==> src/rtl/cpu_types_pkg.sv <==
// Shared CPU type definitions: multiply/divide opcodes and MDU sequencing states.
package cpu_types_pkg;

    typedef enum logic [1:0] {
        MDU_MULT,
        MDU_MULTU,
        MDU_DIV,
        MDU_DIVU
    } mdu_op_t;

    typedef enum logic [1:0] {
        IDLE,
        CALC,
        FIX,
        DONE
    } mdu_state_t;

endpackage

==> src/rtl/mdu_datapath.sv <==
// Shift/accumulate registers for shift-add multiply and restoring divide,
// sharing one (WIDTH+1)-bit add/subtract.
module mdu_datapath #(
    parameter int WIDTH = 32
) (
    input  logic             CLK,
    input  logic             nRST,
    input  logic             load,
    input  logic             step,
    input  logic             is_div,
    input  logic [WIDTH-1:0] a_in,
    input  logic [WIDTH-1:0] b_in,
    output logic [WIDTH-1:0] upper,
    output logic [WIDTH-1:0] lower
);

    logic [WIDTH:0]   acc_hi;
    logic [WIDTH-1:0] acc_lo;
    logic [WIDTH-1:0] opnd;
    logic [WIDTH:0]   shifted;
    logic [WIDTH:0]   addend;
    logic [WIDTH+1:0] sum;
    logic [WIDTH:0]   mult_sel;

    // Divide shifts the next dividend bit into the remainder before the trial
    // subtract; multiply adds the multiplicand into the upper half as-is.
    always_comb begin
        shifted  = is_div ? {acc_hi[WIDTH-1:0], acc_lo[WIDTH-1]} : acc_hi;
        addend   = {1'b0, opnd} ^ {(WIDTH+1){is_div}};
        sum      = {1'b0, shifted} + {1'b0, addend} + {{(WIDTH+1){1'b0}}, is_div};
        mult_sel = acc_lo[0] ? sum[WIDTH:0] : shifted;
    end

    always_ff @(posedge CLK) begin
        if (!nRST) begin
            acc_hi <= '0;
            acc_lo <= '0;
            opnd   <= '0;
        end else if (load) begin
            acc_hi <= '0;
            acc_lo <= b_in;
            opnd   <= a_in;
        end else if (step) begin
            if (is_div) begin
                // Carry out of the subtract means no borrow: the trial fits.
                if (sum[WIDTH+1]) begin
                    acc_hi <= sum[WIDTH:0];
                    acc_lo <= {acc_lo[WIDTH-2:0], 1'b1};
                end else begin
                    acc_hi <= shifted;
                    acc_lo <= {acc_lo[WIDTH-2:0], 1'b0};
                end
            end else begin
                acc_hi <= {1'b0, mult_sel[WIDTH:1]};
                acc_lo <= {mult_sel[0], acc_lo[WIDTH-1:1]};
            end
        end
    end

    assign upper = acc_hi[WIDTH-1:0];
    assign lower = acc_lo;

endmodule

==> src/rtl/mult_div_unit.sv <==
// Iterative MULT/MULTU/DIV/DIVU unit with architectural HI/LO registers;
// operands are reduced to magnitudes up front and sign-corrected in FIX.
module mult_div_unit
    import cpu_types_pkg::*;
#(
    parameter int WIDTH = 32,
    parameter int CNT_W = 5
) (
    input  logic             CLK,
    input  logic             nRST,
    input  logic             start,
    input  mdu_op_t          op,
    input  logic [WIDTH-1:0] rs,
    input  logic [WIDTH-1:0] rt,
    input  logic             flush,
    output logic             busy,
    output logic             done,
    output logic             div_by_zero,
    output logic [WIDTH-1:0] hi,
    output logic [WIDTH-1:0] lo
);

    mdu_state_t         state_q, state_d;
    logic [CNT_W-1:0]   cnt_q;
    mdu_op_t            op_q;
    logic               sign_q, sign_r, dbz_q;
    logic               load, step, write;
    logic               in_signed, in_div, run_div;
    logic [WIDTH-1:0]   a_in, b_in, upper, lower;
    logic [WIDTH-1:0]   hi_fix, lo_fix;
    logic [2*WIDTH-1:0] prod, prod_fix;

    assign in_signed = (op == MDU_MULT) || (op == MDU_DIV);
    assign in_div    = (op == MDU_DIV) || (op == MDU_DIVU);
    assign run_div   = (op_q == MDU_DIV) || (op_q == MDU_DIVU);
    assign a_in      = (in_signed && rt[WIDTH-1]) ? -rt : rt;
    assign b_in      = (in_signed && rs[WIDTH-1]) ? -rs : rs;

    always_comb begin
        state_d = state_q;
        load    = 1'b0;
        step    = 1'b0;
        write   = 1'b0;
        case (state_q)
            IDLE: begin
                if (start && !flush) begin
                    state_d = CALC;
                    load    = 1'b1;
                end
            end
            CALC: begin
                if (flush) begin
                    state_d = IDLE;
                end else begin
                    step = 1'b1;
                    if (cnt_q == CNT_W'(WIDTH - 1)) state_d = FIX;
                end
            end
            FIX: begin
                if (flush) begin
                    state_d = IDLE;
                end else begin
                    state_d = DONE;
                    write   = 1'b1;
                end
            end
            DONE: begin
                if (start) begin
                    state_d = CALC;
                    load    = 1'b1;
                end else begin
                    state_d = IDLE;
                end
            end
            default: state_d = IDLE;
        endcase
    end

    // Divide by zero leaves quotient all ones and the dividend in the
    // remainder register, so sign correction is simply skipped.
    always_comb begin
        prod     = {upper, lower};
        prod_fix = sign_q ? -prod : prod;
        if (run_div) begin
            if (dbz_q) begin
                hi_fix = upper;
                lo_fix = '1;
            end else begin
                hi_fix = sign_r ? -upper : upper;
                lo_fix = sign_q ? -lower : lower;
            end
        end else begin
            {hi_fix, lo_fix} = prod_fix;
        end
    end

    always_ff @(posedge CLK) begin
        if (!nRST) begin
            state_q <= IDLE;
            cnt_q   <= '0;
            op_q    <= MDU_MULT;
            sign_q  <= 1'b0;
            sign_r  <= 1'b0;
            dbz_q   <= 1'b0;
            hi      <= '0;
            lo      <= '0;
        end else begin
            state_q <= state_d;
            if (load) begin
                cnt_q  <= '0;
                op_q   <= op;
                sign_q <= in_signed && (rs[WIDTH-1] ^ rt[WIDTH-1]);
                sign_r <= in_signed && rs[WIDTH-1];
                dbz_q  <= in_div && (rt == '0);
            end else if (step) begin
                cnt_q <= cnt_q + CNT_W'(1);
            end
            if (write) begin
                hi <= hi_fix;
                lo <= lo_fix;
            end
        end
    end

    assign busy        = (state_q == CALC) || (state_q == FIX);
    assign done        = (state_q == DONE);
    assign div_by_zero = done && dbz_q;

    mdu_datapath #(
        .WIDTH(WIDTH)
    ) u_datapath (
        .CLK    (CLK),
        .nRST   (nRST),
        .load   (load),
        .step   (step),
        .is_div (run_div),
        .a_in   (a_in),
        .b_in   (b_in),
        .upper  (upper),
        .lower  (lower)
    );

endmodule

==> config.mk <==
export PLATFORM = sky130hd
export DESIGN_NAME = mult_div_unit
export DESIGN_NICKNAME = d
export VERILOG_FILES = /design/src/rtl/cpu_types_pkg.sv /design/src/rtl/mdu_datapath.sv /design/src/rtl/mult_div_unit.sv
export SDC_FILE = /design/constraint.sdc
export NUM_CORES = 1
export LEC_CHECK = 0
export ABC_AREA = 1
export CORE_MARGIN = 8
export CORE_UTILIZATION = 40
export DETAILED_ROUTE_END_ITERATION = 8
export GPL_TIMING_DRIVEN = 0
export PLACE_DENSITY = 0.67
export SYNTH_ARGS = -nofsm -noshare
export SYNTH_HDL_FRONTEND = slang
export SYNTH_SLANG_ARGS = --single-unit
==> constraint.sdc <==
create_clock -name CLK -period 7.08 [get_ports CLK]
set_input_delay 1.416 -clock CLK [delete_from_list [all_inputs] [get_ports CLK]]
set_output_delay 1.416 -clock CLK [all_outputs]
set_load 0.03 [all_outputs]
=== Word-level counts from Yosys, hierarchy flattened ===
Cells that the tools add are included.

* Add/subtract/negate cells: 8
* Eq/ne operators: 10
* Multiplexer cells: 29
* Bitwise gates (word level): 3
* Reductions and logical operators: 17

{| class="wikitable"
|+ Operators with widths
! operator !! count
|-
| two-way mux 32 bit || 11
|-
| two-way mux 33 bit || 4
|-
| negation 32 bit || 4
|-
| two-way mux 64 bit || 1
|-
| negation 64 bit || 1
|-
| adder 33 x 33 -> 34 bit || 1
|-
| adder 34 x 1 -> 34 bit || 1
|-
| bitwise XOR 32 x 33 -> 33 bit || 1
|-
| logical NOT 32 bit || 1
|-
| == test 2 bit, second input constant || 6
|-
| two-way mux 2 bit || 4
|-
| one-hot mux 2 bit (4 select lines) || 1
|-
| two-way mux 1 bit || 7
|-
| logical AND 1 bit || 6
|-
| adder 5 x 1 -> 5 bit, second input constant || 1
|-
| == test 5 bit, second input constant || 1
|-
| logical NOT 2 bit || 2
|-
| logical OR 1 bit || 4
|-
| != test 3 bit, second input constant || 1
|-
| == test 2 x 1 -> 1 bit, second input constant || 1
|-
| != test 2 bit, second input constant || 1
|-
| one-hot mux 1 bit (2 select lines) || 1
|-
| AND reduction 2 bit || 1
|-
| nonzero test 2 bit || 1
|-
| 4 further kinds || 4
|}

* Register bits: 173
* Input bits: 70
* Output and inout port bits: 67
* Logic and storage cells: 78

=== Depth between registers and ports, before layout ===
Gate-level depths: netlist of run 1.

* Depth after elaboration: 9
* Depth in mapped cells: 24
* Mapped depth without buffers: 20

=== Modules after synthesis ===
A second synthesis of run 1 with hierarchy kept.

* Cell total of the unflattened synthesis: 2522
* Area total of the unflattened synthesis: 15046.9 um^2

{| class="wikitable"
|+ By module, submodules not included
! module !! instances !! cells an instance !! area an instance (um^2) !! seq. area each (um^2)
|-
| mdu_datapath || 1 || 1326 || 8021.4 || 1941.9
|-
| mult_div_unit || 1 || 1196 || 7025.5 || 1501.4
|}

=== Worst setup path after synthesis of run 1 ===
OpenSTA, ideal clock, no wires.

* Path type: reg2reg
* Start point: reg op_q[1]
* End point: reg u_datapath.acc_hi[9]
* Setup time: 0.115 ns
* Arrival time: 3.097 ns
* Data required time: 6.965 ns
* Setup slack: 3.867 ns
* Cell stages (with the launch flop): 20
* Clock period less this slack: 3.213 ns
* Cells stage by stage: dfxtp_1 buf_6 buf_2 buf_2 clkbuf_1 buf_1 nand2_1 o21ai_0 ha_1 a21oi_1 o21ai_0 nand2_1 nand3_1 nor2_4 nand2_8 buf_4 o21ai_1 nor2_1 o21ai_0 inv_1

* Word-level cells in the longest chain between the ends: 7
* Elaborated cells on any way between the ends: 10
* Classes of those cells: add/sub (2); eq/ne (2); mux (4); bitwise (1); reduce/logical (1)

{| class="wikitable"
|+ Ends and longest elaborated chain
! what !! RTL line !! text
|-
| start, declared || mult_div_unit.sv:25 || <nowiki>mdu_op_t op_q;</nowiki>
|-
| start signal, assigned || mult_div_unit.sv:111 || <nowiki>op_q <= op;</nowiki>
|-
| == test 2 bit || mult_div_unit.sv:35 || <nowiki>assign run_div = (op_q == MDU_DIV) || (op_q == MDU_DIVU);</nowiki>
|-
| logical OR 1 bit * || mult_div_unit.sv:35 ||
|-
| two-way mux 33 bit or bitwise XOR 32 x 33 -> 33 bit (tied branches) || mdu_datapath.sv:28, mdu_datapath.sv:29 ||
|-
| adder 33 x 33 -> 34 bit || mdu_datapath.sv:30 || <nowiki>sum = {1'b0, shifted} + {1'b0, addend} + {{(WIDTH+1){1'b0}}, is_div};</nowiki>
|-
| adder 34 x 1 -> 34 bit || mdu_datapath.sv:30 ||
|-
| two-way mux 33 bit, on equally long branches || mdu_datapath.sv:31, mdu_datapath.sv:46 ||
|-
| two-way mux 33 bit * || mdu_datapath.sv:44 || <nowiki>if (is_div) begin</nowiki>
|-
| end signal, assigned || mdu_datapath.sv:47 || <nowiki>acc_hi <= sum[WIDTH:0];</nowiki>
|-
| end signal, assigned || mdu_datapath.sv:50 || <nowiki>acc_hi <= shifted;</nowiki>
|-
| end signal, assigned || mdu_datapath.sv:54 || <nowiki>acc_hi <= {1'b0, mult_sel[WIDTH:1]};</nowiki>
|-
| end, declared || mdu_datapath.sv:17 || <nowiki>logic [WIDTH:0] acc_hi;</nowiki>
|}

Every way passes the cells marked *; elsewhere a longest branch is shown, timed or not.
A chain may end at the register's enable or synchronous reset.

=== Worst setup path in the final report of run 1 ===
* Start point: reg op_q[1]
* End point: reg u_datapath.acc_hi[31]

Same word-level chain as after synthesis.

==> results of run 1 <==
## worst max path at each step
stage	startpoint	endpoint	slack (ns)	cells past startpoint
CTS	op_q[1]	u_datapath.acc_hi[31]	2.30	19
floorplan	op_q[1]	u_datapath.acc_hi[9]	3.87	19
detailed placement	op_q[1]	u_datapath.acc_hi[31]	2.34	19
global route	op_q[1]	u_datapath.acc_hi[31]	1.91	19
global placement	op_q[1]	u_datapath.acc_hi[31]	2.32	19
finish	op_q[1]	u_datapath.acc_hi[31]	2.07	19
## routing by layer
metal,up-vias,routed length [um]
li1,8998,-
met1,8696,31700
met2,946,31300
met3,135,6780
met4,2,2470
met5,-,39
## critical path, stage by stage, from the launching register on
cell and delay (ns):
dfxtp_1 0.45, buf_6 0.24, buf_2 0.32, buf_1 0.69, buf_1 0.58, o21ai_0 0.36
ha_1 0.46, nand2_1 0.14, nor2_1 0.16, inv_1 0.10, nor3_1 0.48, nand2_1 0.12
nand2_1 0.23, nand2_1 0.11, nand2_1 0.08, nand2_1 0.07, nand3_1 0.10, nand3_1 0.09
nand2_1 0.07, inv_1 0.04
## stage by stage
| step | total power [uW] | hold WS [ns] | worst slack, ns |
|---|---|---|---|
| floorplan | 4220 | 0.445 | 3.87 |
| global route | 7280 | 0.509 | 1.91 |
| global placement | 5720 | 0.452 | 2.32 |
| detailed placement | 5730 | 0.460 | 2.34 |
| finish | 6830 | 0.468 | 2.07 |
| CTS | 6700 | 0.470 | 2.30 |
## synthesized netlist by cell type, types with 21 or more instances
master	number	area share, %
a21oi_1	191	6.2
a31oi_1	29	1.2
buf_1	21	0.51
clkbuf_1	85	2.1
dfxtp_1	172	22
ha_1	42	3.4
inv_1	295	7.2
nand2_1	701	17
nand3_1	157	5.1
nand4_1	36	1.5
nor2_1	368	9.0
nor3_1	23	0.75
o211ai_1	28	1.4
o21ai_0	248	8.0
xnor2_1	23	1.3
xor2_1	96	5.4
## layout make-up
type,instances,share of cell area [%]
multi-input combinational,2072,57.4
buffer,125,2.83
clock buffer,18,2.44
timing repair buffer,136,7.56
inverter,303,6.31
tap,518,3.60
clock inverter,13,0.722
sequential,172,19.1
## report_power, final
| part | internal [uW] | total [uW] | leakage [uW] | switching [uW] |
|---|---|---|---|---|
| Clock | 501 | 962 | 0.000278 | 461 |
| Combinational | 1260 | 4350 | 0.00666 | 3090 |
| Sequential | 1230 | 1520 | 0.00140 | 290 |
| Total | 2990 | 6830 | 0.00834 | 3840 |
## flip-flops by register name (all words and copies together) (netlist names)
signal,cells
sign_q,1
state_q,2
sign_r,1
lo,32
u_datapath.opnd,32
cnt_q,5
hi,32
dbz_q,1
op_q,1
u_datapath.acc_hi,33
u_datapath.lower,32
## cells by family (layout without fill, tap and decap cells)
group	count (synthesis)	after routing	synth area share, %
simple gates	1357	1357	37.2
fa+ha+maj	43	43	3.53
xor+xnor	119	119	6.75
compound gates	553	553	19.5
flops	172	172	22.3
buf+inv	428	595	10.7
==> metrics.md, run 1 <==
| Metric | Value |
|---|---|
| Status | finished, final reports clean |
| # H-tree levels | 4 |
| Die height | 212 um |
| Worst R2R End | u_datapath.acc_hi[31] |
| Flops & latches, synth | 172 |
| Syn Nets | 2,785 |
| Clock skew | between 0.01 and 0.015 ns |
| Final setup fails | 0 |
| Vias per cell | between 5 and 6 |
| Design area | 0.0180 mm2 |
| Non-Filler Instances | approximately 3.4k |
| CP Class | reg2reg |
| Detailed Route Iter0 Violations | 2,241 |
| Unrepaired setup endpoints after global routing | false |
| GRT met1 Usage | 42.7% |
| IO Count | around 140 |
| Tcrit/Tclk final | 70.7% |
| Final min period | 5.01 ns |
| Worst hold start | cnt_q[4] |
| Syn. warnings | 0 |
| Area Growth Syn to Fin | 16.7% |
| EDFF count, synth | 0 |
| Synth Instances | 2,672 |
| DRC violation count after routing | 0 |
| CTS max path bufs | 2 |
| Max Cap Viol | 0 |
| Synth async-reset ratio | 0% |
| Pwr per Cell Area | 379 mW/mm2 |
| Placed inst area | 0.0174 mm2 |
| Fill cell count | 4,287 |
| GRT Max-Usage Layer | met2 |
| Hold path depth | 2 |
| Endpoint type of the worst setup path | register |
| Clock slew at reported path FFs | around 0.070 ns |
| Antenna violations before repair | 3 |
| Final count of hold timing violations | 0 |
| GR Layer Usage met3 | 6.07% |
| Antenna cells | 0 |
| Fmax | 0.200 GHz |
| Clk_lat worst skew | around 0.47 ns |
| M2 GR Usage | 48.8% |
| Vias in the first global route | 17.5k |
| First-pass GRT wire length | 107,000 um |
| Total clock sinks | 172 |
| Grt total ovfl | 0 |
| Synth Cell Area | 0.0154 mm2 |
| First-pass detailed-route iteration total | 6 |
| Share of the yosys chip area belonging to registers | 22.3% |
| Synthesized area per cell | slightly below 6 um2 |
| Routed WL | ~72,000 um |
| Largest net degree at the start of global routing | 17 |
| Via Count | 18.8k |
| Dpl cells | ~3.3k |
| Peak VDD IR | 206 uV |
| Seq. cell area | between 0.003 and 0.004 mm2 |
| Area of the multi-input gates | 0.0103 mm2 |
| Worst Path Required | 7.44 ns |
| Total Negative Setup Slacks | 0 ns |
| Final Max Tran Viols | 0 |
| Yosys cell types | 55 |
| All-layer global routing usage | 31.4% |
| Tightest Pin Transition | 0.937 ns |
| Resize count post-CTS | 0 |
| Die Span X | ~210 um |
| Worst Hold Class | reg2reg |
| Crit Path Max Fanout | 10 |
| Most common cell after layout, fill and taps aside | nand2_1 |
| Reg2reg start | op_q[1] |
| Worst Setup Start Kind | register |
| Initial Util | 40.2% |
| I/O Buffers | 136 |
| WL/cell | 21.5 um |
| Die area | 0.0451 mm2 |
| GP Congestion | 1.06 |
| Core Util, Final | 46.9% |
| Num CTS Buffers | 17 |
| Post-DRT Antenna Nets | 0 |
| Most frequent cells in the layout | 701 x nand2_1, 368 x nor2_1, 295 x inv_1 |
| CTS tree | built |
| Ys flop type | dfxtp_1 |
| Pleak | approximately 0.0083 uW |
| Rows | between 70 and 80 |
| Worst Hold End | cnt_q[4] |
| Clock root buffer | clkbuf_16 |
| R2R cell count | 19 |
| Core ar. | 0.0384 mm2 |
| Share of cells above drive strength 1 | 3.38% |
| Hold_buf cts | 0 |
| R2R Setup Slk | 2.07 ns |
| Arr. time, crit path | around 5.4 ns |
| Slew HR | between 30% and 40% |
| Post-CTS Setup Bufs | 0 |
| HPWL Detailed | ~59,000 um |
| Nets | ~2.9k |
Note: power is estimated with default switching activity, not from simulation.
==> run 2: changes to the inputs <==
Settings changed: PLACE_DENSITY 0.67 to 0.69.
Clock period 7.08 ns to 4.19 ns, I/O delays scaled along.
==> run 2 against run 1 <==
Sequential power up 70%. Hold slack improved by 0.022 ns. Wire length up 3.4%. First-iteration DRC count up 1.6%. Sequential cell count unchanged. Cell count is essentially flat. Clock skew grew 0.0016 ns. Highest routed layer unchanged.
==> metrics.md, run 2 (same netlist as run 1, synthesis figures left out) <==
| Metric | Value |
|---|---|
| Worst Hold Class | reg2reg |
| Switch share | 56.9% |
| Endpoint type of the worst setup path | register |
| Peak VDD IR | 305 uV |
| CTS max path bufs | 2 |
| Slew HR | 33.3% |
| Total Negative Setup Slacks | 0 ns |
| Final Max Tran Viols | 0 |
| P_sw | 6680 uW |
| Worst setup path startpoint | op_q[1] |
| IO Count | 137 |
| Num CTS Buffers | 17 |
| Total clock sinks | 172 |
| Crit Path Max Fanout | 10 |
| Pwr per Cell Area | 644 mW/mm2 |
| Vias per cell | 5.61 |
| CP peak stage delay | ~0.48 ns |
| CTS tree | built |
| Crit-path cells | buf_6 -> buf_2 -> buf_4 -> clkbuf_4 -> xor2_1 -> ha_1 -> nand2_1 -> nor2_1 -> nand2_1 -> nand3_1 -> nor2_4 -> nand2_8 -> buf_4 -> o21ai_0 -> nor2_1 -> nor2_1 -> nor2_1 |
| Die area | 0.0451 mm2 |
| Vias in the first global route | 17.6k |
| # H-tree levels | 4 |
| CP endpoint | u_datapath.acc_hi[14] |
| GP Congestion | between 1 and 1.5 |
| Final min period | 4.12 ns |
| Clock share of power | 14.1% |
| Pleak | 0.00837 uW |
| Nets | 2,939 |
| Die Span X | about 210 um |
| Combinational cell fraction of total power | 64.0% |
| Buf+Inv Stages, Crit Path | 5 |
| Initial Util | 40.2% |
| Clock slew at reported path FFs | roughly 0.080 ns |
| Design area | 0.0182 mm2 |
| Most used cell, CP | nor2_1 |
| Worst path slowest cell | xor2_1 |
| CP Class | reg2reg |
| Top reg by flops | u_datapath.acc_hi |
| Rows | 72 |
| Via Count | around 19k |
| Max Cap Viol | 0 |
| Area Growth Syn to Fin | 18.1% |
| Most frequent cells in the layout | 701 x nand2_1, 368 x nor2_1, 294 x inv_1 |
| Internal | 5050 uW |
| Worst Path Required | between 4 and 5 ns |
| R2R cell count | 17 |
| Fill cell count | approximately 4.2k |
| Worst path top cell family by delay | buffers and inverters |
| Fmax | about 0.24 GHz |
| Most common cell after layout, fill and taps aside | nand2_1 |
| Grt total ovfl | 0 |
| HPWL Detailed | 60,900 um |
| Arr. time, crit path | 4.48 ns |
| Final setup fails | 0 |
| Worst R2R End | u_datapath.acc_hi[14] |
| Tightest Pin Transition | roughly 1.0 ns |
| Tcrit/Tclk final | 98.3% |
| All-layer global routing usage | 32.7% |
| Worst slack at placement | -0.730 ns |
| PnR worst setup slack | 0.0731 ns |
| First-pass detailed-route iteration total | 7 |
| Max reg flops | 33 |
| Die height | around 210 um |
| Share of cells above drive strength 1 | 4.33% |
| R2R Setup Slk | approximately 0.073 ns |
| Status | finished, final reports clean |
| Routed WL | 74,700 um |
| Core Util, Final | 47.5% |
| Hold_buf cts | 0 |
| Post-DRT Antenna Nets | 0 |
| Clock root buffer | clkbuf_16 |
| WL/cell | 22.2 um |
| Largest net degree at the start of global routing | 19 |
| I/O Buffers | 136 |
| Antenna violations before repair | 2 |
| Core ar. | 0.0384 mm2 |
| Clk_lat worst skew | 0.48 ns |
| DRC violation count after routing | 0 |
| WP depth | 17 |
| Reg2reg start | op_q[1] |
| Worst Setup Start Kind | register |
| Reg power frac | roughly 22% |
| Unrepaired setup endpoints after global routing | false |
| Final count of hold timing violations | 0 |
| Min Hold Slack | 0.490 ns |
| Placed inst area | 0.0174 mm2 |
| Detailed Route Iter0 Violations | 2,276 |
| Clock skew | 0.0148 ns |
| First-pass GRT wire length | 111,000 um |
[run 2: cell types whose count changed in the layout (fill, tap and decap cells not counted), moves of 2 or more]
cell	before	now
clkbuf_4	0	3
clkbuf_1	85	81
buf_6	2	5
inv_6	5	7
buf_4	2	6
clkinv_8	0	3
xor2_2	0	16
buf_1	21	17
buf_2	14	8
clkbuf_2	1	4
xor2_1	96	79
[run 2: worst min-delay path by stage]
stage / slack, ns / depth (start not counted) / from / end
5_1_grt: 0.52 / 2 / cnt_q[4] / cnt_q[4]
6_report: 0.49 / 2 / cnt_q[4] / cnt_q[4]
3_3_place_gp: 0.45 / 2 / cnt_q[4] / cnt_q[4]
4_1_cts: 0.49 / 2 / cnt_q[4] / cnt_q[4]
3_5_place_dp: 0.47 / 2 / cnt_q[4] / cnt_q[4]
2_1_floorplan: 0.45 / 2 / cnt_q[4] / cnt_q[4]
[run 2: timing repair]
action / CTS / global route
resized for setup: 23 / 27
buffers inserted: 0 / 0
endpoints found under the setup margin: 34 / 26
[run 2: power groups by stage]
stage / sequential, uW / combinational [uW] / clock (uW)
floorplan: 2620 / 4500 / 0
global placement: 2560 / 7210 / 0
detailed placement: 2570 / 7220 / 0
CTS: 2540 / 7290 / 1650
global route: 2620 / 8130 / 1720
finish: 2580 / 7510 / 1650
[run 2: cell type report]
class	count	area [um2]	area share (%)
Antenna cell	1	2.50	0.0137
Timing Repair Buffer	136	1360	7.47
Buffer	124	552	3.03
Tap cell	518	648	3.56
Clock inverter	14	146	0.803
Inverter	303	1140	6.26
Multi-Input combinational cell	2072	10500	57.6
Sequential cell	172	3440	18.9
Clock buffer	18	439	2.41
[run 2: worst reg2reg max path, cell delays in order (launching register included)]
cell,delay (ns)
dfxtp_2,0.44
buf_6,0.22
buf_2,0.30
buf_4,0.30
clkbuf_4,0.30
xor2_1,0.48
ha_1,0.43
nand2_1,0.11
nor2_1,0.04
nand2_1,0.06
nand3_1,0.12
nor2_4,0.30
nand2_8,0.14
buf_4,0.22
o21ai_0,0.16
nor2_1,0.07
nor2_1,0.25
nor2_1,0.07
[run 2: per-stage QoR]
step / power (uW) / cells
after floorplan: 7120 / 2672
after global placement: 9760 / 3326
after detailed placement: 9790 / 3326
after CTS: 11500 / 3358
after global routing: 12500 / 3357
final: 11700 / 3358
[run 2: routing by layer]
layer  vias to the layer above  global-route usage (%)  part of all wire [%]
met5                         -                       0                 0.017
met4                         2                    11.6                   3.2
met3                       128                    6.12                   9.4
met2                       933                    50.1                    43
met1                      8793                    45.2                    44
li1                       8970                       -                     -
